$ cat config.mk
export PLATFORM = sky130hd
export DESIGN_NAME = jk_excitation_driver
export DESIGN_NICKNAME = d
export VERILOG_FILES = /design/src/rtl/jk_pkg.sv /design/src/rtl/jk_excite.sv /design/src/rtl/jk_excitation_driver.sv
export SDC_FILE = /design/constraint.sdc
export NUM_CORES = 1
export LEC_CHECK = 0
export CAP_MARGIN = 20
export CORE_ASPECT_RATIO = 1.5
export CORE_MARGIN = 2
export CORE_UTILIZATION = 50
export DETAILED_ROUTE_END_ITERATION = 16
export PLACE_DENSITY = 0.8
export SETUP_SLACK_MARGIN = 0.3
export SYNTH_ARGS = -nofsm -noshare
export SYNTH_HDL_FRONTEND = slang
export SYNTH_HIERARCHICAL = 1
export SYNTH_SLANG_ARGS = --single-unit
$ cat constraint.sdc
create_clock -name clk -period 5.2 [get_ports clk]
set_input_delay 1.3 -clock clk [delete_from_list [all_inputs] [get_ports clk]]
set_output_delay 1.3 -clock clk [all_outputs]
set_load 0.01 [all_outputs]
$ cat src/rtl/jk_pkg.sv
// Shared definitions for the JK excitation driver: controller states and
// per-bit excitation codes, packed as {j, k}.
package jk_pkg;

    typedef enum logic [1:0] {
        IDLE  = 2'd0,
        DRIVE = 2'd1,
        CHECK = 2'd2,
        FAIL  = 2'd3
    } state_t;

    typedef enum logic [1:0] {
        HOLD   = 2'b00,
        RESET  = 2'b01,
        SET    = 2'b10,
        TOGGLE = 2'b11
    } exc_t;

endpackage

$ cat src/rtl/jk_excite.sv
// Single-bit JK excitation: picks the {j, k} pair that moves q to q_next.
// A changing bit may use either the explicit set/reset pair or a toggle.
module jk_excite
    import jk_pkg::*;
(
    input  logic q,
    input  logic q_next,
    input  logic use_toggle,
    output logic j,
    output logic k
);

    exc_t code;

    always_comb begin
        code = HOLD;
        if (q != q_next) begin
            if (use_toggle)
                code = TOGGLE;
            else if (q_next)
                code = SET;
            else
                code = RESET;
        end
    end

    assign {j, k} = code;

endmodule

$ cat src/rtl/jk_excitation_driver.sv
// Drives an external JK register to a requested state, verifies it through
// q_fb, re-drives on mismatch and latches err once retries run out.
//
// state | meaning
// IDLE  | ready for a new target, j/k held at zero
// DRIVE | j/k presented to the external register for one cycle
// CHECK | compare q_fb against the captured target, pass/retry/fail
// FAIL  | retries exhausted, terminal until rst
module jk_excitation_driver
    import jk_pkg::*;
#(
    parameter int WIDTH     = 8,
    parameter int MAX_RETRY = 3
) (
    input  logic             clk,
    input  logic             rst,
    input  logic [WIDTH-1:0] tgt,
    input  logic             tgt_valid,
    output logic             tgt_ready,
    input  logic             use_toggle,
    input  logic [WIDTH-1:0] q_fb,
    output logic [WIDTH-1:0] j,
    output logic [WIDTH-1:0] k,
    output logic             done,
    output logic             err
);

    localparam int RW = (MAX_RETRY > 0) ? $clog2(MAX_RETRY + 1) : 1;
    localparam logic [RW-1:0] RETRY_LIM = RW'(MAX_RETRY);

    state_t           state, state_n;
    logic [WIDTH-1:0] tgt_cap, tgt_cap_n;
    logic             tog_cap, tog_cap_n;
    logic [RW-1:0]    retry, retry_n;
    logic [WIDTH-1:0] j_n, k_n;
    logic             done_n, err_n;

    logic [WIDTH-1:0] exc_target;
    logic             exc_tog;
    logic [WIDTH-1:0] exc_j, exc_k;

    assign tgt_ready = (state == IDLE);

    // In IDLE the table works on the incoming request; afterwards on the
    // captured one, so retries always chase the accepted target.
    assign exc_target = tgt_ready ? tgt : tgt_cap;
    assign exc_tog    = tgt_ready ? use_toggle : tog_cap;

    for (genvar i = 0; i < WIDTH; i++) begin : g_bit
        jk_excite u_excite (
            .q          (q_fb[i]),
            .q_next     (exc_target[i]),
            .use_toggle (exc_tog),
            .j          (exc_j[i]),
            .k          (exc_k[i])
        );
    end

    always_comb begin
        state_n   = state;
        tgt_cap_n = tgt_cap;
        tog_cap_n = tog_cap;
        retry_n   = retry;
        j_n       = '0;
        k_n       = '0;
        done_n    = 1'b0;
        err_n     = err;
        case (state)
            IDLE: begin
                if (tgt_valid) begin
                    tgt_cap_n = tgt;
                    tog_cap_n = use_toggle;
                    j_n       = exc_j;
                    k_n       = exc_k;
                    state_n   = DRIVE;
                end
            end
            DRIVE: state_n = CHECK;
            CHECK: begin
                if (q_fb == tgt_cap) begin
                    done_n  = 1'b1;
                    retry_n = '0;
                    state_n = IDLE;
                end else if (retry < RETRY_LIM) begin
                    retry_n = retry + RW'(1);
                    j_n     = exc_j;
                    k_n     = exc_k;
                    state_n = DRIVE;
                end else begin
                    err_n   = 1'b1;
                    state_n = FAIL;
                end
            end
            FAIL: err_n = 1'b1;
            default: state_n = IDLE;
        endcase
    end

    always_ff @(posedge clk) begin
        if (rst) begin
            state   <= IDLE;
            tgt_cap <= '0;
            tog_cap <= 1'b0;
            retry   <= '0;
            j       <= '0;
            k       <= '0;
            done    <= 1'b0;
            err     <= 1'b0;
        end else begin
            state   <= state_n;
            tgt_cap <= tgt_cap_n;
            tog_cap <= tog_cap_n;
            retry   <= retry_n;
            j       <= j_n;
            k       <= k_n;
            done    <= done_n;
            err     <= err_n;
        end
    end

endmodule

==> metrics <==
clock tree root buffer cell=clkbuf_8; Fin. Hold Viols=0; Longest Clk Path Bufs=2; post-CTS setup buffers=0; Most used DFF post-synth=dfxtp_1; Worst EP required=3.90 ns; crit path max fanout=14; Die X=a little over 50 um; Port Buf Inserts=38; period utilization=62.0%; CTS H-tree depth=2; post-synth top area share=a little under two fifths; setup_tns=0 ns; core area=~3100 sq um; Cells after Synth=roughly 190; drt wl/cell=11.9 um; die area=3750 sq um; most frequent cells in the layout=nand2_1, clkdlybuf4s50_1, dfxtp_1; Max VDD drop=around 0.23 mV; max incr delay on CP=about 0.65 ns; post-route ant nets=0; Leak=0.821 nW; post-detail-place hpwl=around 2200 um; Slew headroom=around 46%; Crit path max-delay family=buffers and inverters; post-route clock skew=~0.013 ns; total CTS buffers=5; actual slew at the worst max-slew pin=roughly 0.81 ns; Congestion Overflow GR=0; Synth Cell Area=roughly 1600 sq um; CP endpoint kind=output port; DRT iter0 DRCs=17; row count=25; status=complete, no violations; Crit path depth=3; switching share of total power=29.9%; hold buffer count at cts=0; area grow syn2layout=29.7%; commonest non-fill, non-tap cell in the layout=nand2_1; Worst EP arrival=around 1.9 ns; Clock Power Share=between 20% and 30%; Net Count, Synth=about 210; #FFs+latches synth=31; WHS Path Cells=2; Reg clk slew, reported paths=around 0.070 ns; Worst-Skew Late Latency=0.29 ns; DRT Wirelength=3170 um; Synth warnings=6; CP cell instances=inv_1 -> ha_1 -> clkdlybuf4s50_1; Peak Freq=310 MHz; Worst Reg-to-Reg Cells=4; Int Pwr=around 0.45 mW; DRC=0; Antenna diodes=0; initial antenna violation count=0; Max-Cap Viols=0; CTS tree=built; Min-Delay Path Class=flop to flop; Synth area leaders=dfxtp_1, mux2i_1, nand2_1, a211oi_1, mux2_2; share of power burned in combinational logic=28.7%; Via-to-Cell Ratio=around 5.2; Top Ports=39; FFs w/ async S/R, synth=0%; initial core utilization=52.2%; All-Layer GR Usage=approximately 20%; sequential power share=about two fifths; largest net degree at the start of global routing=33; CP Class=flop to output port; post-synth top area cell=dfxtp_1; setup violators final=0; fin. max-slew vios=0; sequential share of the synthesized area=38.0%; Tmin final=3.22 ns; RSZ-0062 raised after global routing=no; TritonRoute pass-1 iters=4; Yosys cell types=29; first-pass GRT wire length=about 5500 um; Filler cells=about 250; hold_ws=~0.46 ns; GP Congestion=about 0.78; layout cell share with drive strength beyond 1=around 9%; Synth Area per Inst=8.74 sq um; PostCTS Resize Cnt=0; Cell Pwr Density=approximately 300 nW/um^2; vias in the first global route=between 1000 and 1500; via count=1378; clk sinks=31; Die H=74.0 um; CP Buf/Inv Count=2; Nets=251; Switch Pwr=around 0.19 mW; slowest CP cell=clkdlybuf4s50_1; critical path startpoint category=flop; Post-synth EDFFs=0
[registers in the layout, indices dropped and copies added, names as in the netlist]
register	flops
retry	2
j	8
k	8
tog_cap	1
done	1
state	2
err	1
tgt_cap	8
[cell type report]
cell class	count	area [sq um]	share of cell area, %
clock buffer	6	82.6	3.90
clock inverter	1	5.00	0.236
inverter	20	75.1	3.54
multi-input combinational	128	898	42.4
sequential	31	621	29.3
tap	40	50.0	2.36
timing repair buffer	39	388	18.3
[kinds of logic after synthesis]
group	count (synthesis)	synth area share, %
AOI/OAI and AO/OA	38	15.7
muxes	25	16.0
adders and majority gates	6	4.59
xor gates and xnor gates	8	4.29
buffers and inverters	28	7.04
DFF	31	38.0
and+or+nand+nor	51	14.4
[per-stage QoR]
stage | power (mW) | setup WS, ns | util, % | cell area (sq um) | std cells
after floorplan | 0.394 | 2.95 | - | 1630 | 187
after global placement | 0.451 | 2.25 | 65.0 | 2030 | 258
after detailed placement | 0.453 | 2.22 | 65.0 | 2030 | 258
after CTS | 0.640 | 1.95 | 67.8 | 2120 | 265
after global routing | 0.673 | 1.84 | 67.8 | 2120 | 265
final | 0.636 | 1.98 | 67.8 | 2120 | 265
[per-layer routing]
| metal | wire (um) | GRT usage (%) |
|---|---|---|
| met1 | 1380 | 21.9 |
| met2 | 1610 | 32.5 |
| met4 | 55 | 11.7 |
| met5 | 0 | 0 |
| met3 | 124 | 6.22 |
[path summary, 6_finish.rpt]
check	slack, ns	start	to
setup / recovery	1.98	state[0]	tgt_ready
hold / removal	0.46	tog_cap	tog_cap
setup reg to reg	3.05	state[0]	k[5]
hold reg to reg	0.46	tog_cap	tog_cap
[worst register-to-register path, cell delays in order, from the launching register on]
cell and delay (ns):
dfxtp_1 0.36, inv_1 0.09, ha_1 0.53, nand2_1 0.65, a211oi_1 0.41
[power groups by stage]
stage	registers, mW	logic, mW	clock network [mW]
floorplan	0.274	0.120	0
global placement	0.271	0.180	0
detailed placement	0.271	0.181	0
CTS	0.266	0.183	0.191
global route	0.269	0.203	0.201
finish	0.266	0.182	0.188
[cell usage after synthesis (2+ instances only)]
cell and count:
a211oi_1 15, a21oi_1 15, and2_1 2, buf_2 2, clkbuf_1 4, dfxtp_1 31, ha_1 6, inv_1 20
mux2_2 9, mux2i_1 16, nand2_1 40, nor2_1 2, o211ai_1 2, xnor2_1 8
Note: power is estimated with default switching activity, not from simulation.
